File: src/rtl/log_ftu_if.sv
// FIFO-side and UART-side signals of the FIFO-to-UART serializer.
// The serializer connects as master; the FIFO/UART side connects as slave.
interface log_ftu_if #(
  parameter int unsigned DATA_FIFO = 64,
  parameter int unsigned DATA      = 8
) ();
  logic                 fifo_empty;
  logic [DATA_FIFO-1:0] fifo_dout;
  logic                 tx_busy;
  logic                 pop;
  logic                 tx_start;
  logic [DATA-1:0]      tx_data;
  logic                 active;
  logic [15:0]          word_cnt;

  modport master (
    input  fifo_empty, fifo_dout, tx_busy,
    output pop, tx_start, tx_data, active, word_cnt
  );

  modport slave (
    output fifo_empty, fifo_dout, tx_busy,
    input  pop, tx_start, tx_data, active, word_cnt
  );
endinterface

File: src/rtl/log_ftu.sv
// FIFO-to-UART serializer: pops one wide FIFO word and hands its bytes,
// LSB byte first, to the UART transmitter one at a time.
module log_ftu #(
  parameter int unsigned DATA_FIFO = 64,
  parameter int unsigned DATA      = 8,
  parameter int unsigned NUM_BYTES = 8
) (
  input  logic      sys_clk,
  input  logic      sys_rst_l,
  log_ftu_if.master bus
);
  localparam int unsigned CNT_W = (NUM_BYTES > 1) ? $clog2(NUM_BYTES) : 1;
  localparam int unsigned WC_W  = 16;

  typedef enum logic [2:0] {
    IDLE      = 3'd0,
    POP       = 3'd1,
    LOAD      = 3'd2,
    READY     = 3'd3,
    START     = 3'd4,
    WAIT_BUSY = 3'd5,
    WAIT_DONE = 3'd6
  } state_t;

  state_t               state_q, state_d;
  logic [DATA_FIFO-1:0] shreg_q, shreg_d;
  logic [CNT_W-1:0]     byte_cnt_q, byte_cnt_d;
  logic [DATA-1:0]      tx_data_q, tx_data_d;
  logic [WC_W-1:0]      word_cnt_q, word_cnt_d;
  logic                 pop_q, pop_d;
  logic                 tx_start_q, tx_start_d;
  logic                 active_q, active_d;

  // Next-state and datapath; strobes are registered from the next state.
  always_comb begin
    state_d    = state_q;
    shreg_d    = shreg_q;
    byte_cnt_d = byte_cnt_q;
    tx_data_d  = tx_data_q;
    word_cnt_d = word_cnt_q;
    unique case (state_q)
      IDLE:      if (!bus.fifo_empty) state_d = POP;
      POP:       state_d = LOAD;
      LOAD: begin
        shreg_d    = bus.fifo_dout;
        byte_cnt_d = '0;
        state_d    = READY;
      end
      READY: begin
        tx_data_d = shreg_q[DATA-1:0];
        if (!bus.tx_busy) state_d = START;
      end
      START:     state_d = WAIT_BUSY;
      WAIT_BUSY: if (bus.tx_busy) state_d = WAIT_DONE;
      WAIT_DONE: begin
        if (!bus.tx_busy) begin
          if (byte_cnt_q == CNT_W'(NUM_BYTES - 1)) begin
            word_cnt_d = word_cnt_q + WC_W'(1);
            state_d    = IDLE;
          end else begin
            shreg_d    = shreg_q >> DATA;
            byte_cnt_d = byte_cnt_q + CNT_W'(1);
            state_d    = READY;
          end
        end
      end
      default:   state_d = IDLE;
    endcase
    pop_d      = (state_d == POP);
    tx_start_d = (state_d == START);
    active_d   = (state_d != IDLE);
  end

  always_ff @(posedge sys_clk) begin
    if (!sys_rst_l) begin
      state_q    <= IDLE;
      shreg_q    <= '0;
      byte_cnt_q <= '0;
      tx_data_q  <= '0;
      word_cnt_q <= '0;
      pop_q      <= 1'b0;
      tx_start_q <= 1'b0;
      active_q   <= 1'b0;
    end else begin
      state_q    <= state_d;
      shreg_q    <= shreg_d;
      byte_cnt_q <= byte_cnt_d;
      tx_data_q  <= tx_data_d;
      word_cnt_q <= word_cnt_d;
      pop_q      <= pop_d;
      tx_start_q <= tx_start_d;
      active_q   <= active_d;
    end
  end

  assign bus.pop      = pop_q;
  assign bus.tx_start = tx_start_q;
  assign bus.tx_data  = tx_data_q;
  assign bus.active   = active_q;
  assign bus.word_cnt = word_cnt_q;
endmodule

File: src/flat_wrapper.sv
// flat-port wrapper written by rule: the top's interface ports become plain ports
module log_ftu_flat 
#(
  parameter int unsigned DATA_FIFO = 64,
  parameter int unsigned DATA      = 8,
  parameter int unsigned NUM_BYTES = 8
)
  (sys_clk, sys_rst_l, bus_fifo_empty, bus_fifo_dout, bus_tx_busy, bus_pop, bus_tx_start, bus_tx_data, bus_active, bus_word_cnt);
  log_ftu_if #(.DATA_FIFO(DATA_FIFO), .DATA(DATA)) bus_i ();
  input  logic sys_clk;
  input  logic sys_rst_l;
  input wire logic [$bits(bus_i.fifo_empty)-1:0] bus_fifo_empty;
  input wire logic [$bits(bus_i.fifo_dout)-1:0] bus_fifo_dout;
  input wire logic [$bits(bus_i.tx_busy)-1:0] bus_tx_busy;
  output wire logic [$bits(bus_i.pop)-1:0] bus_pop;
  output wire logic [$bits(bus_i.tx_start)-1:0] bus_tx_start;
  output wire logic [$bits(bus_i.tx_data)-1:0] bus_tx_data;
  output wire logic [$bits(bus_i.active)-1:0] bus_active;
  output wire logic [$bits(bus_i.word_cnt)-1:0] bus_word_cnt;
  assign bus_i.fifo_empty = bus_fifo_empty;
  assign bus_i.fifo_dout = bus_fifo_dout;
  assign bus_i.tx_busy = bus_tx_busy;
  assign bus_pop = bus_i.pop;
  assign bus_tx_start = bus_i.tx_start;
  assign bus_tx_data = bus_i.tx_data;
  assign bus_active = bus_i.active;
  assign bus_word_cnt = bus_i.word_cnt;
  log_ftu #(.DATA_FIFO(DATA_FIFO), .DATA(DATA), .NUM_BYTES(NUM_BYTES)) u_core (.sys_clk(sys_clk), .sys_rst_l(sys_rst_l), .bus(bus_i));
endmodule
File: config.mk
export PLATFORM = sky130hd
export DESIGN_NAME = log_ftu_flat
export DESIGN_NICKNAME = d
export VERILOG_FILES = /design/src/rtl/log_ftu_if.sv /design/src/rtl/log_ftu.sv /design/src/flat_wrapper.sv
export SDC_FILE = /design/constraint.sdc
export NUM_CORES = 1
export LEC_CHECK = 0
export BUFFER_PORTS_ARGS = -buffer_cell sky130_fd_sc_hd__buf_2
export CORE_MARGIN = 2
export CORE_UTILIZATION = 50
export DETAILED_ROUTE_END_ITERATION = 10
export PLACE_DENSITY_LB_ADDON = 0.1
export SKIP_CTS_REPAIR_TIMING = 1
export SYNTH_ARGS = -nofsm -noshare
export SYNTH_HDL_FRONTEND = slang
export SYNTH_SLANG_ARGS = --single-unit
File: constraint.sdc
create_clock -name sys_clk -period 4.2 [get_ports sys_clk]
set_clock_uncertainty 0.05 [all_clocks]
set_input_delay 0.84 -clock sys_clk [delete_from_list [all_inputs] [get_ports sys_clk]]
set_output_delay 0.84 -clock sys_clk [all_outputs]
set_load 0.005 [all_outputs]
After elaboration in Yosys (flattened, before gate mapping). Cells that the tools add are included.

Register bits: 97. Bits in latches: 0. RAM bits: 0. Memory bits (read-only): 0. Input bits: 68. Memories kept: 0.

Add/subtract/negate cells: 2. Multipliers: 0. Div/mod/pow operators: 0. Magnitude comparators: 0. Equality and inequality tests: 11. Shift-type cells: 0. Muxes and demuxes: 12. Bitwise logic cells: 1. Reduce and logical (&&, ||, !) cells: 5.

Operator list (count): $mux 64 (2); $pmux 64 s2 (1); $pmux 3 s7 (1); $mux 3 (6); $add 16x1->16 const B (1); $eq 3x3->1 const B (5); $eq 3x1->1 const B (2); $eq 3x2->1 const B (2); $pmux 3 s2 (1); $reduce_and 3->1 (2); $ne 2x2->1 const B (2); $add 3x1->3 const B (1); $logic_not 3->1 (1); $reduce_bool 3->1 (1); $mux 2 (1); $reduce_bool 2->1 (1); $not 1->1 (1).

Longest topological paths before layout. Gate-level depths: netlist (run 1).

Depth in word-level cells: 5. Mapped depth: 9. Depth with buffers taken out: 6.

Least setup slack after synthesis (run 1). No wires, ideal clock.

Path type: input-to-reg. Start point: input port bus_tx_busy. End point: register u_core.word_cnt_q[15] (netlist: u_core.bus.word_cnt[15]). Library setup time: 70 ps. Arrival: 1951 ps. Setup slack: 2129 ps. Stages on the path: 5. Cell sequence: and4bb_1 buf_6 nand4_4 or4_1 a21oi_1.

Cells in the longest elaborated chain, start to end: 2.

RTL lines: start: declaration (RTL line flat_wrapper.sv:14) `input wire logic [$bits(bus_i.tx_busy)-1:0] bus_tx_busy;`; $not 1->1 (no source line); $reduce_and 3->1 (no source line); end signal: assignment (RTL line log_ftu.sv:89) `word_cnt_q <= word_cnt_d;`; end: declaration (RTL line log_ftu.sv:29) `logic [WC_W-1:0] word_cnt_q, word_cnt_d;`.

Every way passes these cells. A chain may end at the register's enable or synchronous reset.

Worst setup path in the final report (run 1).
Start point: register u_core.byte_cnt_q[0]. End point: register u_core.shreg_q[4].

Cells in the longest elaborated chain, start to end: 3.

RTL lines: start: declaration (RTL line log_ftu.sv:27) `logic [CNT_W-1:0] byte_cnt_q, byte_cnt_d;`; start signal: assignment (RTL line log_ftu.sv:87) `byte_cnt_q <= byte_cnt_d;`; $eq 3x3->1 (RTL line log_ftu.sv:57) `if (byte_cnt_q == CNT_W'(NUM_BYTES - 1)) begin`; $ne 2x2->1 (no source line); $reduce_and 3->1 (no source line); end signal: assignment (RTL line log_ftu.sv:86) `shreg_q <= shreg_d;`; end: declaration (RTL line log_ftu.sv:26) `logic [DATA_FIFO-1:0] shreg_q, shreg_d;`.

Every way passes these cells.

==> results of run 1 <==
==> state kept, by name, indices dropped and copies added (netlist names) <==
name / count
u_core.bus.word_cnt: 16
u_core.bus.tx_start: 1
u_core.byte_cnt_q: 3
u_core.bus.pop: 1
u_core.shreg_q: 64
u_core.bus.active: 1
u_core.state_q: 3
u_core.bus.tx_data: 8
==> cells by family (layout without fill, tap and decap cells) <==
| logic type | after synthesis | count (layout) | synth area share [%] |
|---|---|---|---|
| muxes | 20 | 20 | 4.88 |
| AOI/OAI and AO/OA | 141 | 141 | 24.7 |
| xor gates and xnor gates | 8 | 8 | 1.71 |
| and+or+nand+nor | 132 | 132 | 15.4 |
| DFF | 97 | 97 | 47.3 |
| buffers and inverters | 43 | 120 | 4.79 |
| adders and majority gates | 4 | 4 | 1.16 |
==> stage by stage <==
step	instance area (um^2)	util [%]	hold slack, ns
2_1_floorplan	4110	-	0.381
3_3_place_gp	4600	56.8	0.390
3_5_place_dp	4600	56.8	0.396
4_1_cts	4830	59.7	0.409
5_1_grt	4830	59.7	0.425
6_report	4830	59.7	0.409
==> power by group <==
group          switching [mW]  internal (mW)  total, mW  leakage, nW
Combinational           0.142          0.104      0.247        0.984
Sequential             0.0449          0.983       1.03        0.790
Clock                   0.311          0.366      0.677        0.115
==> layout make-up <==
cell class | count | area [um^2]
fillers | 746 | 3260
well taps | 105 | 131
flip-flops and latches | 97 | 1940
inverters | 3 | 11.3
clock buffers | 11 | 151
multi-input cells | 305 | 1980
repair buffers | 101 | 536
clock inverters | 5 | 77.6
==> per-layer routing <==
metal  track usage, %  up-vias
met4             7.49        0
met1             28.8     1673
met2             35.0       90
met3             4.31       13
li1                 -     1790
met5                0        -
==> worst paths after layout <==
check | slack (ns) | from | cells past startpoint | endpoint
max reg2reg | 1.44 | u_core.byte_cnt_q[0] | 7 | u_core.shreg_q[4]
max | 1.44 | u_core.byte_cnt_q[0] | 7 | u_core.shreg_q[4]
min reg2reg | 0.41 | u_core.shreg_q[17] | 2 | u_core.shreg_q[17]
min | 0.41 | u_core.shreg_q[17] | 2 | u_core.shreg_q[17]
==> layout by cell type (no fill, tap or decap), types with 2 or more instances in the layout <==
master / Yosys / routed
ha_1: 3 / 3
clkbuf_8: 0 / 11
and4_1: 3 / 3
nand4_1: 6 / 6
inv_1: 3 / 2
nand3_1: 7 / 7
bufinv_16: 0 / 2
o221ai_2: 10 / 10
and2_1: 2 / 2
a22oi_1: 8 / 8
clkinv_2: 0 / 2
nand2_1: 52 / 52
nor2_1: 40 / 39
a21oi_1: 56 / 56
and3_1: 4 / 4
a211oi_1: 13 / 13
o21ai_0: 10 / 10
or3_1: 6 / 6
o221ai_1: 35 / 35
buf_4: 0 / 6
xor2_1: 6 / 6
dfxtp_1: 97 / 97
o21a_1: 3 / 3
xnor2_1: 2 / 2
buf_2: 10 / 94
nor2_4: 0 / 2
a32oi_1: 2 / 2
mux2i_1: 20 / 20
nor3_1: 3 / 3
==> worst min-delay path: cells and delay by family, from the launching register on <==
| kind | cells | cell delay (ns) |
|---|---|---|
| AND/OR/NAND/NOR | 1 | 0.05 |
| AO/OA/AOI/OAI | 1 | 0.05 |
| flip-flops | 1 | 0.32 |
==> qor.yml, run 1 <==
run_status:
  status: "complete, no violations"
synthesis:
  avgSynthCellArea_um2: 9.23
  synth.most_common_cell: "dfxtp_1"
  synth_top_cell_by_area: "dfxtp_1"
  ys_seq_area_share_pct: 47.3
  yosys-top-cells-area: "dfxtp_1, o221ai_1, a21oi_1"
  syn_nets: 516
  yosys-top-cells-count: "dfxtp_1, a21oi_1, nand2_1"
  async_flop_share_pct: 0
  synth_cells: 445
  synth_cell_type_count: 41
  ys_seq_elements: 97
  yosys_warnings: 0
  synth_top_area_share_pct: 47.3
  synth_flop_cell: "dfxtp_1"
  synth_edf_count: 0
  synthesis.area_um2: 4110
worst_hold_path:
  hp-class: "reg -> reg"
cts:
  clockBufferDepth: 2
  cts_buffers: 9
  cts_sinks: 97
  h-tree-depth: 3
  cts_tree: "done"
  root_buffer: "clkbuf_8"
  clock_latency_ns: 0.36
  cts.clk_slew.worst_paths_ns: 0.09
setup_path:
  critPathRequiredTime_ns: 4.43
  startpoint_type: "register"
  path_class: "reg -> reg"
  crit_path_max_fanout: 39
  worst-path-buf-inv: 1
  arrival_ns: 2.99
  crit_path_end_kind: "register"
  cp_slowest_cell: "or2_2"
  crit_chain: "ha_1 -> ha_1 -> nor4b_4 -> or2_2 -> buf_12 -> o221ai_1 -> a21oi_1"
  cp_top_family: "simple AND/OR/NAND/NOR gates"
  path_common_cell: "ha_1"
  max_stage_delay_ns: 0.65
sta:
  fin_crit_sh_pct: 65.7
  fmax_mhz: 362
  fin_setup_tns_ns: 0
  layout_min_cycle_time_ns: 2.76
  slew_headroom_pct: 20.4
  finalHoldViolations: 0
  slew_violations: 0
  worst_pin_slew_ns: 1.19
  rsz0062_at_grt: "false"
  final.setup.worst_slack_ns: 1.44
  setup_viol: 0
cells_and_area:
  fin_nets: 588
  drive_gt1_share_pct: 25.5
  area_growth_pct: 17.6
  insertedDiodeCount: 0
  instances_no_fill: 627
detailed_routing:
  dr.max_layer_used: "met4"
  routed_wl_um: 9520
  ant_nets: 0
  first_iter_violations: 119
  num_vias: 3566
  routedWlPerCell_um: 15.2
  via_per_inst: 5.69
  dr_wl_met2_um: 4380
  drc: 0
  routed-wl-met3_um: 451
  drt-met1-wl_um: 4510
  dr.pass1.iters: 4
pwr:
  cellLeakagePower_nw: 1.89
  vdd_ir_drop_max_v: 0.000227
  finalPower_mw: 1.95
  pwr_density_cell_nw_per_um2: 404
floorplan:
  die_h_um: 94.6
  initial_core_util_pct: 50.7
  die_area_um2: 8950
  fp.dieW_um: 94.6
  core.rowCount: 33
  pin_count: 95
  core_area_um2: 8090
global_route:
  grt_pass1_wl_um: 15400
  antenna_found_initial: 0
  overflow: 0
  grt.total_usage_pct: 21.6
  grt_pass1_vias: 3292
  grt_start_max_net_pins: 55
place:
  dpl_worst_slack_ns: 1.36
  hpwl_um: 6350
  io_buffers: 94
  place_congestion: 0.751
  placed_cells: 611
job:
  cap_violations: 0
No activity file was read; power rests on OpenSTA's default activity.
==> run 2, diff against run 1 <==
Clock period 4.2 ns to 2.9 ns, I/O delays scaled along.
==> qor.yml, run 2 (synthesized netlist as in run 1, its figures left out) <==
cts:
  clock_latency_ns: 0.35
  h-tree-depth: 3
  cts_buffers: 9
  root_buffer: "clkbuf_8"
  cts.clk_slew.worst_paths_ns: 0.09
  cts_sinks: 97
  clockBufferDepth: 2
  cts_tree: "done"
pwr:
  switching_share_pct: 27.0
  finalPower_mw: 2.71
  vdd_ir_drop_max_v: 0.000273
  cellLeakagePower_nw: 1.88
  p_sw_mw: 0.732
  p_seq_share_pct: 55.0
  p_comb_share_pct: 13.8
  pwr_density_cell_nw_per_um2: 559
  clkPwrFrac_pct: 31.2
  intPower_mw: 1.98
sta:
  worst_pin_slew_ns: 0.587
  fin_setup_tns_ns: 0
  rsz0062_at_grt: "false"
  fin_crit_sh_pct: 80.1
  slew_headroom_pct: 60.8
  finalHoldViolations: 0
  setup_viol: 0
  fmax_mhz: 431
  layout_min_cycle_time_ns: 2.32
  slew_violations: 0
floorplan:
  core_area_um2: 8090
  die_area_um2: 8950
  fp.dieW_um: 94.6
  core.rowCount: 33
  pin_count: 95
  die_h_um: 94.6
  initial_core_util_pct: 50.7
setup_path:
  crit_path_end_kind: "register"
  startpoint_type: "register"
  crit_chain: "ha_1 -> ha_1 -> nor4b_4 -> or2_2 -> buf_12 -> o221ai_1 -> a21oi_1"
  cp_top_family: "simple AND/OR/NAND/NOR gates"
  worst-path-buf-inv: 1
  arrival_ns: 2.56
  path_common_cell: "ha_1"
  max_stage_delay_ns: 0.45
  crit_path_max_fanout: 23
  critPathRequiredTime_ns: 3.14
  path_class: "reg -> reg"
  cp_slowest_cell: "nor4b_4"
global_route:
  grt.total_usage_pct: 21.7
  grt_pass1_wl_um: 15300
  overflow: 0
  grt_pass1_vias: 3156
  grt_start_max_net_pins: 66
  antenna_found_initial: 0
cells_and_area:
  area_growth_pct: 18.0
  num-fill-cells: 762
  multi_input_area_um2: 1980
  insertedDiodeCount: 0
  drive_gt1_share_pct: 25.6
  largest_reg_flops: 64
  layout_commonest_cell: "dfxtp_1"
  final_cell_mix: "dfxtp_1, buf_2, a21oi_1"
  regMostFlops: "u_core.shreg_q"
  fin_nets: 590
  register_area_um2: 1940
job:
  cap_violations: 0
place:
  io_buffers: 94
  place_congestion: 0.758
  hpwl_um: 6240
detailed_routing:
  ant_nets: 0
  drc: 0
  routedWlPerCell_um: 14.8
  via_per_inst: 5.59
  first_iter_violations: 140
  num_vias: 3515
  dr.pass1.iters: 4
  routed_wl_um: 9320
run_status:
  status: "complete, no violations"
worst_hold_path:
  hp-class: "reg -> reg"
==> run 2: layer usage <==
layer | share of wire (%) | global-route usage (%)
met2 | 46 | 33.4
met1 | 48 | 30.2
met5 | 0 | 0
met4 | 1.4 | 5.80
met3 | 4.8 | 5.51
==> run 2: worst paths after layout <==
path	start	end	slack, ns	cells past startpoint
max	u_core.byte_cnt_q[0]	u_core.shreg_q[41]	0.58	7
min	u_core.shreg_q[55]	u_core.shreg_q[55]	0.41	2
max reg2reg	u_core.byte_cnt_q[0]	u_core.shreg_q[41]	0.58	7
min reg2reg	u_core.shreg_q[55]	u_core.shreg_q[55]	0.41	2
==> run 2: per-stage QoR <==
step	utilization [%]	instances	instance area (um^2)	hold WS, ns	worst slack, ns
floorplan	-	445	4110	0.381	0.973
global placement	57.5	613	4650	0.389	0.635
detailed placement	57.5	613	4650	0.395	0.607
CTS	59.9	629	4840	0.403	0.581
global route	59.9	629	4840	0.410	0.366
finish	59.9	629	4840	0.405	0.578
==> run 2: layout make-up <==
cell class	count	share of cell area (%)
sequential	97	40.1
tap	105	2.71
multi-input combinational	305	40.9
timing repair buffer	103	12.1
clock inverter	3	0.491
inverter	3	0.232
clock buffer	13	3.49
==> run 2: worst reg2reg max path, cell delays in order (launching register included) <==
cell      delay (ns)
dfxtp_1         0.33
ha_1            0.19
ha_1            0.35
nor4b_4         0.45
or2_2           0.33
buf_12          0.20
o221ai_1        0.18
a21oi_1         0.17
==> run 2: power groups by stage <==
stage,sequential [mW],clock [mW],combinational [mW]
after floorplan,1.49,0,0.267
final,1.49,0.845,0.373
after global placement,1.52,0,0.370
after global routing,1.50,0.939,0.421
after detailed placement,1.52,0,0.377
after CTS,1.49,0.873,0.377
